**src/rtl/response_router_if.sv**
```systemverilog
// Bundle between the PSL response side, the router and the per-class consumers.
// Each out channel k is valid/ready: an entry moves on a clock edge where out_valid[k] && out_ready[k].
interface response_router_if #(
  parameter int NUM_CH = 4,
  parameter int CH_W   = $clog2(NUM_CH)
);
  logic                rsp_valid_in;
  logic [7:0]          rsp_tag_in;
  logic                rsp_tag_parity_in;
  logic [7:0]          rsp_code_in;
  logic [CH_W-1:0]     rsp_ch_in;

  logic [NUM_CH-1:0]   out_valid;
  logic [NUM_CH-1:0]   out_ready;
  logic [NUM_CH*8-1:0] out_tag;
  logic [NUM_CH*8-1:0] out_code;
  logic [NUM_CH-1:0]   out_perr;
  logic [NUM_CH-1:0]   fifo_full;

  modport master (
    output rsp_valid_in, rsp_tag_in, rsp_tag_parity_in, rsp_code_in, rsp_ch_in, out_ready,
    input  out_valid, out_tag, out_code, out_perr, fifo_full
  );

  modport slave (
    input  rsp_valid_in, rsp_tag_in, rsp_tag_parity_in, rsp_code_in, rsp_ch_in, out_ready,
    output out_valid, out_tag, out_code, out_perr, fifo_full
  );
endinterface

```
**src/rtl/response_router.sv**
```systemverilog
// Checks PSL response tag parity and steers each response, after a fixed delay,
// into a per-command-class first-word-fall-through FIFO; keeps sticky error status.
module response_router #(
  parameter int NUM_CH     = 4,
  parameter int FIFO_DEPTH = 8,
  parameter int RSP_DELAY  = 1,
  parameter int CH_W       = $clog2(NUM_CH)
) (
  input  logic                clock,
  input  logic                rstn,
  input  logic                enabled_in,
  input  logic                error_clear,
  output logic [3:0]          error_status,
  output logic [15:0]         drop_count,
  response_router_if.slave    bus
);

  localparam int PW = $clog2(FIFO_DEPTH);
  localparam int CW = PW + 1;

  typedef struct packed {
    logic            valid;
    logic [7:0]      tag;
    logic            parity;
    logic [7:0]      code;
    logic [CH_W-1:0] ch;
  } s0_t;

  typedef struct packed {
    logic            valid;
    logic [7:0]      tag;
    logic [7:0]      code;
    logic            perr;
    logic            bad;
    logic            fail;
    logic [CH_W-1:0] ch;
  } ent_t;

  typedef struct packed {
    logic [7:0] tag;
    logic [7:0] code;
    logic       perr;
  } fifo_t;

  logic          en_q;
  s0_t           s0;
  ent_t          s1_next;
  ent_t          pipe [RSP_DELAY];
  ent_t          tail;
  logic [31:0]   ch_ext;

  fifo_t         mem  [NUM_CH][FIFO_DEPTH];
  logic [PW-1:0] wptr [NUM_CH];
  logic [PW-1:0] rptr [NUM_CH];
  logic [CW-1:0] cnt  [NUM_CH];

  logic [NUM_CH-1:0]   vld;
  logic [NUM_CH-1:0]   full_w;
  logic [NUM_CH-1:0]   deq;
  logic [NUM_CH-1:0]   sel;
  logic [NUM_CH-1:0]   wr;
  logic [NUM_CH-1:0]   perr_w;
  logic [NUM_CH*8-1:0] tag_w;
  logic [NUM_CH*8-1:0] code_w;
  logic                tail_ok;
  logic                ovf;
  logic                drop_ev;
  logic [3:0]          err_set;
  logic [15:0]         drop_base;
  logic [15:0]         drop_next;

  // Check stage: flags are computed from S0 and registered into S1 and error_status together.
  always_comb begin
    s1_next        = '0;
    ch_ext         = '0;
    ch_ext[CH_W-1:0] = s0.ch;
    s1_next.valid  = s0.valid && en_q;
    s1_next.tag    = s0.tag;
    s1_next.code   = s0.code;
    s1_next.ch     = s0.ch;
    s1_next.perr   = ~(^s0.tag ^ s0.parity);
    s1_next.bad    = (ch_ext >= 32'(NUM_CH));
    s1_next.fail   = (s0.code != 8'h00);
  end

  assign tail = pipe[RSP_DELAY-1];

  // Enqueue decision and FWFT head presentation; heads read 0 while a FIFO is empty.
  always_comb begin
    vld     = '0;
    full_w  = '0;
    deq     = '0;
    sel     = '0;
    wr      = '0;
    perr_w  = '0;
    tag_w   = '0;
    code_w  = '0;
    ovf     = 1'b0;
    tail_ok = tail.valid && en_q;
    for (int k = 0; k < NUM_CH; k++) begin
      vld[k]    = (cnt[k] != '0);
      full_w[k] = (cnt[k] == CW'(FIFO_DEPTH));
      deq[k]    = vld[k] && bus.out_ready[k];
      sel[k]    = tail_ok && !tail.bad && (tail.ch == CH_W'(k));
      if (sel[k]) begin
        if (full_w[k] && !deq[k]) ovf = 1'b1;
        else                      wr[k] = 1'b1;
      end
      if (vld[k]) begin
        tag_w[8*k +: 8]  = mem[k][rptr[k]].tag;
        code_w[8*k +: 8] = mem[k][rptr[k]].code;
        perr_w[k]        = mem[k][rptr[k]].perr;
      end
    end
    drop_ev   = (tail_ok && tail.bad) || ovf;
    // Bit order: {fail_code, overflow, bad_channel, tag_parity}.
    err_set   = {s1_next.valid && s1_next.fail, ovf,
                 s1_next.valid && s1_next.bad, s1_next.valid && s1_next.perr};
    drop_base = error_clear ? 16'h0000 : drop_count;
    drop_next = (drop_ev && drop_base != 16'hFFFF) ? drop_base + 16'h0001 : drop_base;
  end

  assign bus.out_valid = vld;
  assign bus.fifo_full = full_w;
  assign bus.out_tag   = tag_w;
  assign bus.out_code  = code_w;
  assign bus.out_perr  = perr_w;

  always_ff @(posedge clock) begin
    if (!rstn) begin
      en_q         <= 1'b0;
      s0           <= '0;
      pipe         <= '{default: '0};
      wptr         <= '{default: '0};
      rptr         <= '{default: '0};
      cnt          <= '{default: '0};
      error_status <= 4'h0;
      drop_count   <= 16'h0000;
    end else begin
      en_q <= enabled_in;
      if (en_q && bus.rsp_valid_in) begin
        s0 <= '{valid: 1'b1, tag: bus.rsp_tag_in, parity: bus.rsp_tag_parity_in,
                code: bus.rsp_code_in, ch: bus.rsp_ch_in};
      end else begin
        s0.valid <= 1'b0;
      end
      // Disabling flushes the whole delay line; only FIFO contents survive.
      pipe[0] <= en_q ? s1_next : '0;
      for (int i = 1; i < RSP_DELAY; i++) begin
        pipe[i] <= en_q ? pipe[i-1] : '0;
      end
      for (int k = 0; k < NUM_CH; k++) begin
        if (wr[k])  wptr[k] <= wptr[k] + 1'b1;
        if (deq[k]) rptr[k] <= rptr[k] + 1'b1;
        cnt[k] <= cnt[k] + CW'(wr[k]) - CW'(deq[k]);
      end
      error_status <= (error_clear ? 4'h0 : error_status) | err_set;
      drop_count   <= drop_next;
    end
  end

  always_ff @(posedge clock) begin
    for (int k = 0; k < NUM_CH; k++) begin
      if (wr[k]) mem[k][wptr[k]] <= '{tag: tail.tag, code: tail.code, perr: tail.perr};
    end
  end

endmodule

```
**src/flat_wrapper.sv**
```systemverilog
// flat-port wrapper written by rule: the top's interface ports become plain ports
module response_router_flat 
#(
  parameter int NUM_CH     = 4,
  parameter int FIFO_DEPTH = 8,
  parameter int RSP_DELAY  = 1,
  parameter int CH_W       = $clog2(NUM_CH)
)
  (clock, rstn, enabled_in, error_clear, error_status, drop_count, bus_rsp_valid_in, bus_rsp_tag_in, bus_rsp_tag_parity_in, bus_rsp_code_in, bus_rsp_ch_in, bus_out_ready, bus_out_valid, bus_out_tag, bus_out_code, bus_out_perr, bus_fifo_full);
  response_router_if #(.NUM_CH(NUM_CH), .CH_W(CH_W)) bus_i ();
  input  logic clock;
  input  logic rstn;
  input  logic enabled_in;
  input  logic error_clear;
  output logic [3:0] error_status;
  output logic [15:0] drop_count;
  input wire logic [$bits(bus_i.rsp_valid_in)-1:0] bus_rsp_valid_in;
  input wire logic [$bits(bus_i.rsp_tag_in)-1:0] bus_rsp_tag_in;
  input wire logic [$bits(bus_i.rsp_tag_parity_in)-1:0] bus_rsp_tag_parity_in;
  input wire logic [$bits(bus_i.rsp_code_in)-1:0] bus_rsp_code_in;
  input wire logic [$bits(bus_i.rsp_ch_in)-1:0] bus_rsp_ch_in;
  input wire logic [$bits(bus_i.out_ready)-1:0] bus_out_ready;
  output wire logic [$bits(bus_i.out_valid)-1:0] bus_out_valid;
  output wire logic [$bits(bus_i.out_tag)-1:0] bus_out_tag;
  output wire logic [$bits(bus_i.out_code)-1:0] bus_out_code;
  output wire logic [$bits(bus_i.out_perr)-1:0] bus_out_perr;
  output wire logic [$bits(bus_i.fifo_full)-1:0] bus_fifo_full;
  assign bus_i.rsp_valid_in = bus_rsp_valid_in;
  assign bus_i.rsp_tag_in = bus_rsp_tag_in;
  assign bus_i.rsp_tag_parity_in = bus_rsp_tag_parity_in;
  assign bus_i.rsp_code_in = bus_rsp_code_in;
  assign bus_i.rsp_ch_in = bus_rsp_ch_in;
  assign bus_i.out_ready = bus_out_ready;
  assign bus_out_valid = bus_i.out_valid;
  assign bus_out_tag = bus_i.out_tag;
  assign bus_out_code = bus_i.out_code;
  assign bus_out_perr = bus_i.out_perr;
  assign bus_fifo_full = bus_i.fifo_full;
  response_router #(.NUM_CH(NUM_CH), .FIFO_DEPTH(FIFO_DEPTH), .RSP_DELAY(RSP_DELAY), .CH_W(CH_W)) u_core (.clock(clock), .rstn(rstn), .enabled_in(enabled_in), .error_clear(error_clear), .error_status(error_status), .drop_count(drop_count), .bus(bus_i));
endmodule
```
**config.mk**
```make
export PLATFORM = sky130hd
export DESIGN_NAME = response_router_flat
export DESIGN_NICKNAME = d
export VERILOG_FILES = /design/src/rtl/response_router_if.sv /design/src/rtl/response_router.sv /design/src/flat_wrapper.sv
export SDC_FILE = /design/constraint.sdc
export NUM_CORES = 1
export LEC_CHECK = 0
export ABC_AREA = 1
export BUFFER_PORTS_ARGS = -buffer_cell sky130_fd_sc_hd__buf_2
export CORE_ASPECT_RATIO = 1.1
export CORE_MARGIN = 4
export CORE_UTILIZATION = 50
export DETAILED_ROUTE_END_ITERATION = 10
export GPL_TIMING_DRIVEN = 0
export PLACE_DENSITY = 0.75
export SYNTH_ARGS = -nofsm -noshare
export SYNTH_HDL_FRONTEND = slang
export SYNTH_SLANG_ARGS = --single-unit
export TNS_END_PERCENT = 1
```
**constraint.sdc**
```tcl
create_clock -name clock -period 7.3 [get_ports clock]
set_input_delay 0 -clock clock [delete_from_list [all_inputs] [get_ports clock]]
set_output_delay 0 -clock clock [all_outputs]
set_load 0.05 [all_outputs]
```
==> results.yml <==
yosys:
  synth-main-ff-cell: "edfxtp_1"
  synthTopCellsByArea: "edfxtp_1, nor2_1, dfxtp_1"
  synth_top_area_share_pct: 62.7
  synth.yosys.seq_area_share_pct: 70.4
  yosysUniqueCellTypes: 37
  synth_top_cell_by_area: "edfxtp_1"
  ys_ff_latch: 644
  syn_nets: 2283
  avgSynthCellArea_sq_um: 11.7
  synthCells: 2218
  synthesis.area_sq_um: 26100
  yosys_warnings: 0
  synth_edf_count: 544
  async_flop_share_pct: 0
finish:
  fin_nets: 2540
  final.fill_count: 4020
  fin_cells: 3195
  final_util_pct: 59.5
  drive_above_1_share_pct: 14.0
  seqCellArea_sq_um: 18400
  n_antenna_cell: 0
  area_delta_synth_final_pct: 17.3
  fin_area_sq_um: 30600
  multi_input_area_sq_um: 6910
power_and_ir_drop:
  leakage_nw: 11.4
  ir_drop_v: 0.000334
  powerDensity_nw_per_um2: 361
detailed_routing:
  via_count: 18687
  drc: 0
  drt_wl_total_um: 68500
  drt-pass1-iter-count: 7
  via_per_inst: 5.85
  post_drt_wl_per_cell_um: 21.4
  drtAntennaViolNets: 0
  drt_iter0_drc: 1995
sta:
  worst_pin_slew_ps: 1440
  fin_crit_sh_pct: 40.6
  rsz0062_at_grt: "false"
  fmax_mhz: 337
  maxSlewViolCount: 0
  worst_slack_ps: 4340
  hold_viol: 0
  tns_ps: 0
  min_period_ps: 2960
  setup_viol: 0
  skew_ps: 26.1
  slew_headroom_pct: 4.13
clock_tree:
  cts_sinks: 644
  ctsHtreeMaxLevel: 2
  cts_tree: "yes"
  cts_root_buf: "clkbuf_16"
  cts_buffers: 61
  clkTransAtPathRegs_ps: 70
  clock_latency_ps: 630
  clock_path_buffers: 3
  postCtsSetupRepairBufs: 0
worst_setup_path:
  cp.arrival_ps: 3290
  critPathCaptureType: "flip-flop"
  start_kind: "flip-flop"
  cp_max_fo: 10
  worstPathRequired_ps: 7630
  path_class: "flip-flop to flip-flop"
grt:
  antenna_found_initial: 1
  grt_pass1_wl_um: 105000
  grt_pass1_vias: 18659
  grt_overflow_total: 0
  grt_max_degree: 33
  track_usage_pct: 24.2
floorplanning:
  core_region_area_sq_um: 51400
  die_height_um: 247
  dieArea_sq_um: 55800
  die_width_um: 226
  top_level_ports: 124
  rows: 87
  initial_core_util_pct: 50.7
placement:
  dpl_cell_area_sq_um: 28000
  place_inst: 3034
  gp_congestion: 0.896
  port_buffers: 120
  hpwl_um: 44100
  dpl_worst_slack_ps: 4390
run_status:
  outcome: "complete, no violations"
hold_path:
  hold_class: "input pin to flip-flop"
run:
  drv_cap: 0
[report_power, final]
| part | internal [mW] | switching (mW) |
|---|---|---|
| sequential | 4.01 | 0.0771 |
| combinational | 0.932 | 2.70 |
| clock | 1.97 | 1.35 |
| total | 6.91 | 4.12 |
[worst max-delay path, stage by stage (launching register included)]
cell	delay, ps
dfxtp_1	410
nand2_1	140
nor3_1	510
nand2_1	230
inv_1	170
nand2_1	180
nor3_2	760
buf_6	250
[metrics by stage]
| step | hold slack, ps | power (mW) |
|---|---|---|
| after floorplan | 97.6 | 6.70 |
| after CTS | 9.54 | 11.0 |
| after global placement | 181 | 7.64 |
| after detailed placement | 194 | 7.73 |
| final | 37.0 | 11.0 |
| after global routing | 62.9 | 11.5 |
[flip-flops by register name (all words and copies together) (netlist names), 3 cells and up]
register and flops:
u_core.mem 544, u_core.pipe 20, u_core.s0 18, u_core.cnt 16, u_core.drop_count 16, u_core.rptr 12, u_core.wptr 12, u_core.error_status 3
[synthesized netlist by cell type (5+ instances only)]
library cell / number
nor3_1: 17
nor2_2: 6
xor2_1: 9
o21ai_1: 14
ha_1: 33
nand3_1: 47
nand2_1: 110
a21oi_1: 54
dfxtp_1: 100
edfxtp_1: 544
o21ai_0: 232
nand2_2: 5
nand3_2: 6
buf_1: 5
nor2_1: 623
nand4_1: 11
inv_2: 13
xnor2_1: 6
inv_1: 98
clkbuf_1: 97
o32ai_1: 136
buf_2: 19
[cell type report]
type | instances | share of cell area (%)
Multi-Input combinational cell | 1337 | 22.6
Sequential cell | 644 | 60.1
Tap cell | 667 | 2.73
Buffer | 125 | 1.70
Timing Repair Buffer | 194 | 4.56
Clock buffer | 83 | 5.77
Inverter | 112 | 1.39
Clock inverter | 33 | 1.19
[logic make-up (layout without fill, tap and decap cells)]
group | count (synthesis) | in the layout | share of synthesized area (%)
xor+xnor | 15 | 15 | 0.504
other cells | 1 | 1 | 0.0144
simple gates | 842 | 842 | 13.1
flops | 644 | 644 | 70.4
fa+ha+maj | 37 | 37 | 1.89
buf+inv | 237 | 547 | 3.63
compound gates | 442 | 442 | 10.5
[repair_timing]
item / in CTS / in global routing
hold buffers: 45 / 0
hold endpoints to repair: 47 / 0
resized for setup: 0 / 0
[placed cells by master, fill, tap and decap left out, types with 7 or more instances in the layout]
cell type	count
o32ai_1	136
buf_6	16
dlygate4sd3_1	45
nor2_2	19
inv_2	13
buf_4	7
buf_8	10
nand3_1	47
clkinv_2	15
nand2_1	110
nand4_1	11
clkbuf_16	64
nor2_1	610
dfxtp_2	10
xor2_1	9
nor3_2	18
a21oi_1	54
inv_1	98
edfxtp_1	544
o21ai_1	14
clkinv_1	8
clkbuf_1	107
dfxtp_1	90
buf_2	139
clkbuf_8	9
bufinv_16	8
ha_1	33
o21ai_0	232
[path summary, 6_finish.rpt]
| check | slack (ps) | to | startpoint | cells past startpoint |
|---|---|---|---|---|
| hold reg to reg | 460 | u_core.pipe[17] | u_core.s0[15] | 2 |
| setup reg to reg | 4340 | u_core.mem[2][83] | u_core.en_q | 7 |
| hold / removal | 40 | u_core.pipe[21] | rstn | 3 |
| setup / recovery | 4340 | u_core.mem[2][83] | u_core.en_q | 7 |
[routing by layer]
metal | GRT usage (%) | part of all wire [%] | routed length, um
met1 | 30.9 | 38 | 26100
met2 | 40.8 | 49 | 33400
met3 | 3.88 | 8.2 | 5610
met4 | 11.3 | 4.8 | 3320
met5 | 0 | 0.022 | 15
No activity file was read; power rests on OpenSTA's default activity.
